$ cat src/rtl/rr_arb_mux_pkg.sv
// Shared constants and helpers for the arbitrating multiplexer.
// Channel assignment for the datapath requesters lives here.
package rr_arb_mux_pkg;

    localparam int unsigned ARB_CH_IFETCH = 0;
    localparam int unsigned ARB_CH_DMEM   = 1;

    // Channel-index width; a 2-channel mux still needs one bit.
    function automatic int unsigned sel_width(input int unsigned n);
        return (n > 2) ? $clog2(n) : 1;
    endfunction

endpackage

$ cat src/rtl/rr_arb_mux_pick.sv
// Round-robin / fixed-priority picker: lowest requester at or after ptr_i,
// found by a priority search over {req, req & mask}.
module rr_pick #(
    parameter int unsigned N    = 4,
    parameter int unsigned SELW = 2
) (
    input  logic [N-1:0]    req_i,
    input  logic [SELW-1:0] ptr_i,
    input  logic            rr_en_i,
    output logic [SELW-1:0] grant_idx_o,
    output logic            grant_valid_o
);

    logic [N-1:0]   mask;
    logic [2*N-1:0] dbl;
    logic           found;

    always_comb begin
        mask = '0;
        for (int i = 0; i < N; i++) begin
            // Fixed priority behaves as round-robin with ptr pinned at 0.
            mask[i] = ~rr_en_i | (i >= int'(ptr_i));
        end
        dbl           = {req_i, req_i & mask};
        grant_valid_o = |req_i;
        grant_idx_o   = '0;
        found         = 1'b0;
        for (int i = 0; i < 2 * N; i++) begin
            if (!found && dbl[i]) begin
                found       = 1'b1;
                grant_idx_o = (i >= N) ? SELW'(i - N) : SELW'(i);
            end
        end
    end

endmodule

$ cat src/rtl/rr_arb_mux.sv
// N-channel arbitrating mux with valid/ready on every port and a one-entry
// registered output stage; holds the round-robin pointer.
module rr_arb_mux
    import rr_arb_mux_pkg::*;
#(
    parameter int unsigned WIDTH = 32,
    parameter int unsigned N     = 4,
    parameter int unsigned SELW  = sel_width(N)
) (
    input  logic               clk,
    input  logic               rst_n,
    input  logic               rr_en,
    input  logic [N*WIDTH-1:0] in_data,
    input  logic [N-1:0]       in_valid,
    output logic [N-1:0]       in_ready,
    output logic [WIDTH-1:0]   out_data,
    output logic [SELW-1:0]    out_sel,
    output logic               out_valid,
    input  logic               out_ready
);

    logic [SELW-1:0]  ptr_q, ptr_d;
    logic [SELW-1:0]  sel_q, sel_d;
    logic [WIDTH-1:0] data_q, data_d;
    logic             valid_q, valid_d;

    logic [SELW-1:0]  grant_idx;
    logic             grant_valid;
    logic [WIDTH-1:0] grant_data;
    logic             load;
    logic             accept;

    rr_pick #(
        .N    (N),
        .SELW (SELW)
    ) u_pick (
        .req_i         (in_valid),
        .ptr_i         (ptr_q),
        .rr_en_i       (rr_en),
        .grant_idx_o   (grant_idx),
        .grant_valid_o (grant_valid)
    );

    always_comb begin
        load       = ~valid_q | out_ready;
        accept     = rst_n & load & grant_valid;
        in_ready   = '0;
        grant_data = '0;
        for (int i = 0; i < N; i++) begin
            if (grant_idx == SELW'(i)) begin
                in_ready[i] = accept;
                grant_data  = in_data[i*WIDTH +: WIDTH];
            end
        end

        ptr_d   = ptr_q;
        sel_d   = sel_q;
        data_d  = data_q;
        valid_d = valid_q;
        if (load) begin
            valid_d = accept;
        end
        if (accept) begin
            data_d = grant_data;
            sel_d  = grant_idx;
            ptr_d  = (grant_idx == SELW'(N - 1)) ? '0 : grant_idx + 1'b1;
        end
    end

    always_ff @(posedge clk) begin
        if (!rst_n) begin
            ptr_q   <= '0;
            sel_q   <= '0;
            data_q  <= '0;
            valid_q <= 1'b0;
        end else begin
            ptr_q   <= ptr_d;
            sel_q   <= sel_d;
            data_q  <= data_d;
            valid_q <= valid_d;
        end
    end

    assign out_data  = data_q;
    assign out_sel   = sel_q;
    assign out_valid = valid_q;

endmodule
$ cat config.mk
export PLATFORM = sky130hd
export DESIGN_NAME = rr_arb_mux
export DESIGN_NICKNAME = d
export VERILOG_FILES = /design/src/rtl/rr_arb_mux_pkg.sv /design/src/rtl/rr_arb_mux_pick.sv /design/src/rtl/rr_arb_mux.sv
export SDC_FILE = /design/constraint.sdc
export NUM_CORES = 1
export LEC_CHECK = 0
export CORE_MARGIN = 4
export CORE_UTILIZATION = 40
export CTS_BUF_LIST = sky130_fd_sc_hd__clkbuf_4
export CTS_CLUSTER_DIAMETER = 50
export DETAILED_ROUTE_END_ITERATION = 8
export DONT_BUFFER_PORTS = 1
export GPL_ROUTABILITY_DRIVEN = 0
export GPL_TIMING_DRIVEN = 1
export MAX_ROUTING_LAYER = met4
export PLACE_DENSITY_LB_ADDON = 0.08
export SLEW_MARGIN = 30
export SYNTH_ARGS = -nofsm -noshare
export SYNTH_HDL_FRONTEND = slang
export SYNTH_SLANG_ARGS = --single-unit
$ cat constraint.sdc
create_clock -name clk -period 4.3 [get_ports clk]
set_clock_uncertainty 0.2 [all_clocks]
set_input_delay 0.86 -clock clk [delete_from_list [all_inputs] [get_ports clk]]
set_output_delay 0.86 -clock clk [all_outputs]
set_load 0.05 [all_outputs]
==> metrics.csv <==
stage,metric,value,unit
setup_path,cp-end-kind,output pin,
setup_path,r2r_slack,1400,ps
global_routing,grt_pass1_wl,10840,um
setup_path,crit_path_max_fanout,18,
sta,setup_ws,824.2,ps
sta,holdWs,321.8,ps
detailed_routing,num_vias,2260,
worst_hold_path,hold_path_class,flop to flop,
yosys,synth-edff-count,0,
layout,antennaDiodeCount,0,
clocking,numCtsBuffers,5,
clocking,cts_root_buf,clkbuf_4,
clocking,cts-resized-gates,0,
detailed_routing,wl_per_cell,20.38,um
detailed_routing,drc,0,
yosys,synthArstFlopShare,0,%
die,die_y,84.48,um
placement,dpl.hpwl,5231,um
yosys,syn-cell-area,2340,um2
setup_path,criticalPathCategory,primary input to output pin,
die,row_count,27,
layout,drive_above_1_share,7.420,%
pwr,p_leak,0.0009886,uW
global_routing,grt_start_max_net_pins,66,
sta,setup_tns,0,ps
placement,place_inst,348,
yosys,synth-main-ff-cell,dfxtp_1,
pwr,power_density,419.0,nW/um2
clocking,path_clk_slew,100,ps
sta,worst_pin_slew,813.4,ps
yosys,synth-seq-cells,37,
detailed_routing,ant_nets,0,
job,drv_cap,0,
clocking,cts_sinks,37,
setup_path,cp.required,3240,ps
detailed_routing,drt_iter0_drc,92,
clocking,cts_tree,yes,
sta,fin_crit_sh,80.83,%
global_routing,antenna_found_initial,0,
yosys,ys_seq_area_share,31.66,%
layout,fin_nets,423,
yosys,ys_warn_count,0,
sta,slew_headroom,45.71,%
clocking,postCtsSetupRepairBufs,0,
detailed_routing,vias_per_cell,6.366,
layout,final_common_cell,dfxtp_1,
sta,setup_violations,0,
pwr,ir_worst_vdd,126.5,uV
detailed_routing,drt_pass1_iterations,4,
sta,rsz0062_at_grt,false,
setup_path,critPathLaunchType,primary input,
die,die_area,7137,um2
global_routing,grt_pass1_vias,2194,
clocking,cts_max_level,2,
global_routing,grt_overflow,0,
global_routing,grt.total_usage,19.09,%
yosys,ys_types,28,
sta,timing.fmax,287.7,MHz
placement,place_worst_setup_slack,840.7,ps
sta,fin_crit,3476,ps
yosys,postSynthCellCount,302,
clocking,cts_hold_buf,0,
status,status,finished clean,
yosys,syn_avg_cell_area,7.747,um2
die,io_pins,175,
layout,final_cell_mix,"dfxtp_1, inv_1, nor2_1",
detailed_routing,finalWirelength,7234,um
die,core_area,5574,um2
clocking,clk_path_buf_depth,2,
layout,syn_to_final_growth,2.086,%
layout,final_core_util,42.85,%
placement,io_buffers,0,
sta,maxSlewViolCount,0,
sta,report.final.hold_viol_count,0,
clocking,clk_latency,320,ps
die,initial_core_util,41.98,%
layout,fillCellCount,583,
die,die_w,84.48,um
yosys,syn-num-nets,442,
setup_path,arrival,2420,ps
layout,fin_cells,355,
-- worst max-delay path, cell delays in order --
cell,delay [ps]
and2b_1,150
o221a_2,250
o22ai_1,270
ha_1,270
buf_4,250
and2_1,210
buf_12,150
-- worst paths after layout --
kind / start / endpoint / depth (start not counted)
max: in_valid[1] / in_ready[1] / 7
min: ptr_q[0] / ptr_q[0] / 2
min reg2reg: ptr_q[0] / ptr_q[0] / 2
max reg2reg: ptr_q[0] / out_data[16] / 9
-- kinds of logic (layout without fill, tap and decap cells) --
kind of cell | after synthesis | count (layout) | synth area share [%]
compound gates | 136 | 136 | 41.87
buf+inv | 68 | 49 | 12.73
simple gates | 57 | 57 | 11.60
flops | 37 | 37 | 31.66
fa+ha+maj | 4 | 4 | 2.139
-- per-stage QoR --
step | total power, uW | cell area (um2)
3_3_place_gp | 834.4 | 2340
5_1_grt | 1064 | 2389
2_1_floorplan | 781.2 | 2340
4_1_cts | 1012 | 2389
6_report | 1001 | 2389
3_5_place_dp | 838.5 | 2340
-- final cells by class --
cell class                      count  area [um2]  share of cell area (%)
Clock buffer                        6       45.04                   1.886
Clock inverter                      1       3.754                  0.1572
Inverter                           34       127.6                   5.343
Multi-Input combinational cell    197        1309                   54.79
Sequential cell                    37       740.7                   31.01
Tap cell                           72       90.09                   3.772
Timing Repair Buffer                8       72.57                   3.038
-- flip-flops by register name, summed over array words and instances, names as in the netlist --
signal	count
out_sel	2
out_data	32
ptr_q	2
out_valid	1
-- per-layer routing --
layer / track usage [%] / wire (um) / vias to the layer above
met5: - / 0 / -
met4: 5.468 / 97 / 0
met3: 5.692 / 502 / 11
met2: 31.17 / 3478 / 110
met1: 22.74 / 3156 / 1050
li1: - / - / 1089
-- report_power, final --
| part | internal (uW) | switching (uW) | total (uW) |
|---|---|---|---|
| clock network | 65.8 | 107 | 172 |
| registers | 380 | 147 | 527 |
| logic | 131 | 170 | 301 |
| total | 576 | 425 | 1000 |
-- synth_stat cells (2+ instances only) --
| cell | count | area share [%] |
|---|---|---|
| a21oi_1 | 32 | 6.8 |
| a221o_1 | 32 | 14 |
| a221oi_1 | 32 | 12 |
| and2_1 | 4 | 1.1 |
| and2b_1 | 2 | 0.64 |
| buf_2 | 4 | 0.86 |
| buf_4 | 2 | 0.64 |
| buf_6 | 4 | 1.9 |
| clkbuf_1 | 24 | 3.9 |
| dfxtp_1 | 37 | 32 |
| ha_1 | 4 | 2.1 |
| inv_1 | 34 | 5.5 |
| nand2_1 | 4 | 0.64 |
| nand3_1 | 5 | 1.1 |
| nor2_1 | 33 | 5.3 |
| nor2b_1 | 4 | 1.1 |
| o21ai_0 | 11 | 2.4 |
| o21ai_1 | 24 | 5.1 |
Note: power is estimated with default switching activity, not from simulation.
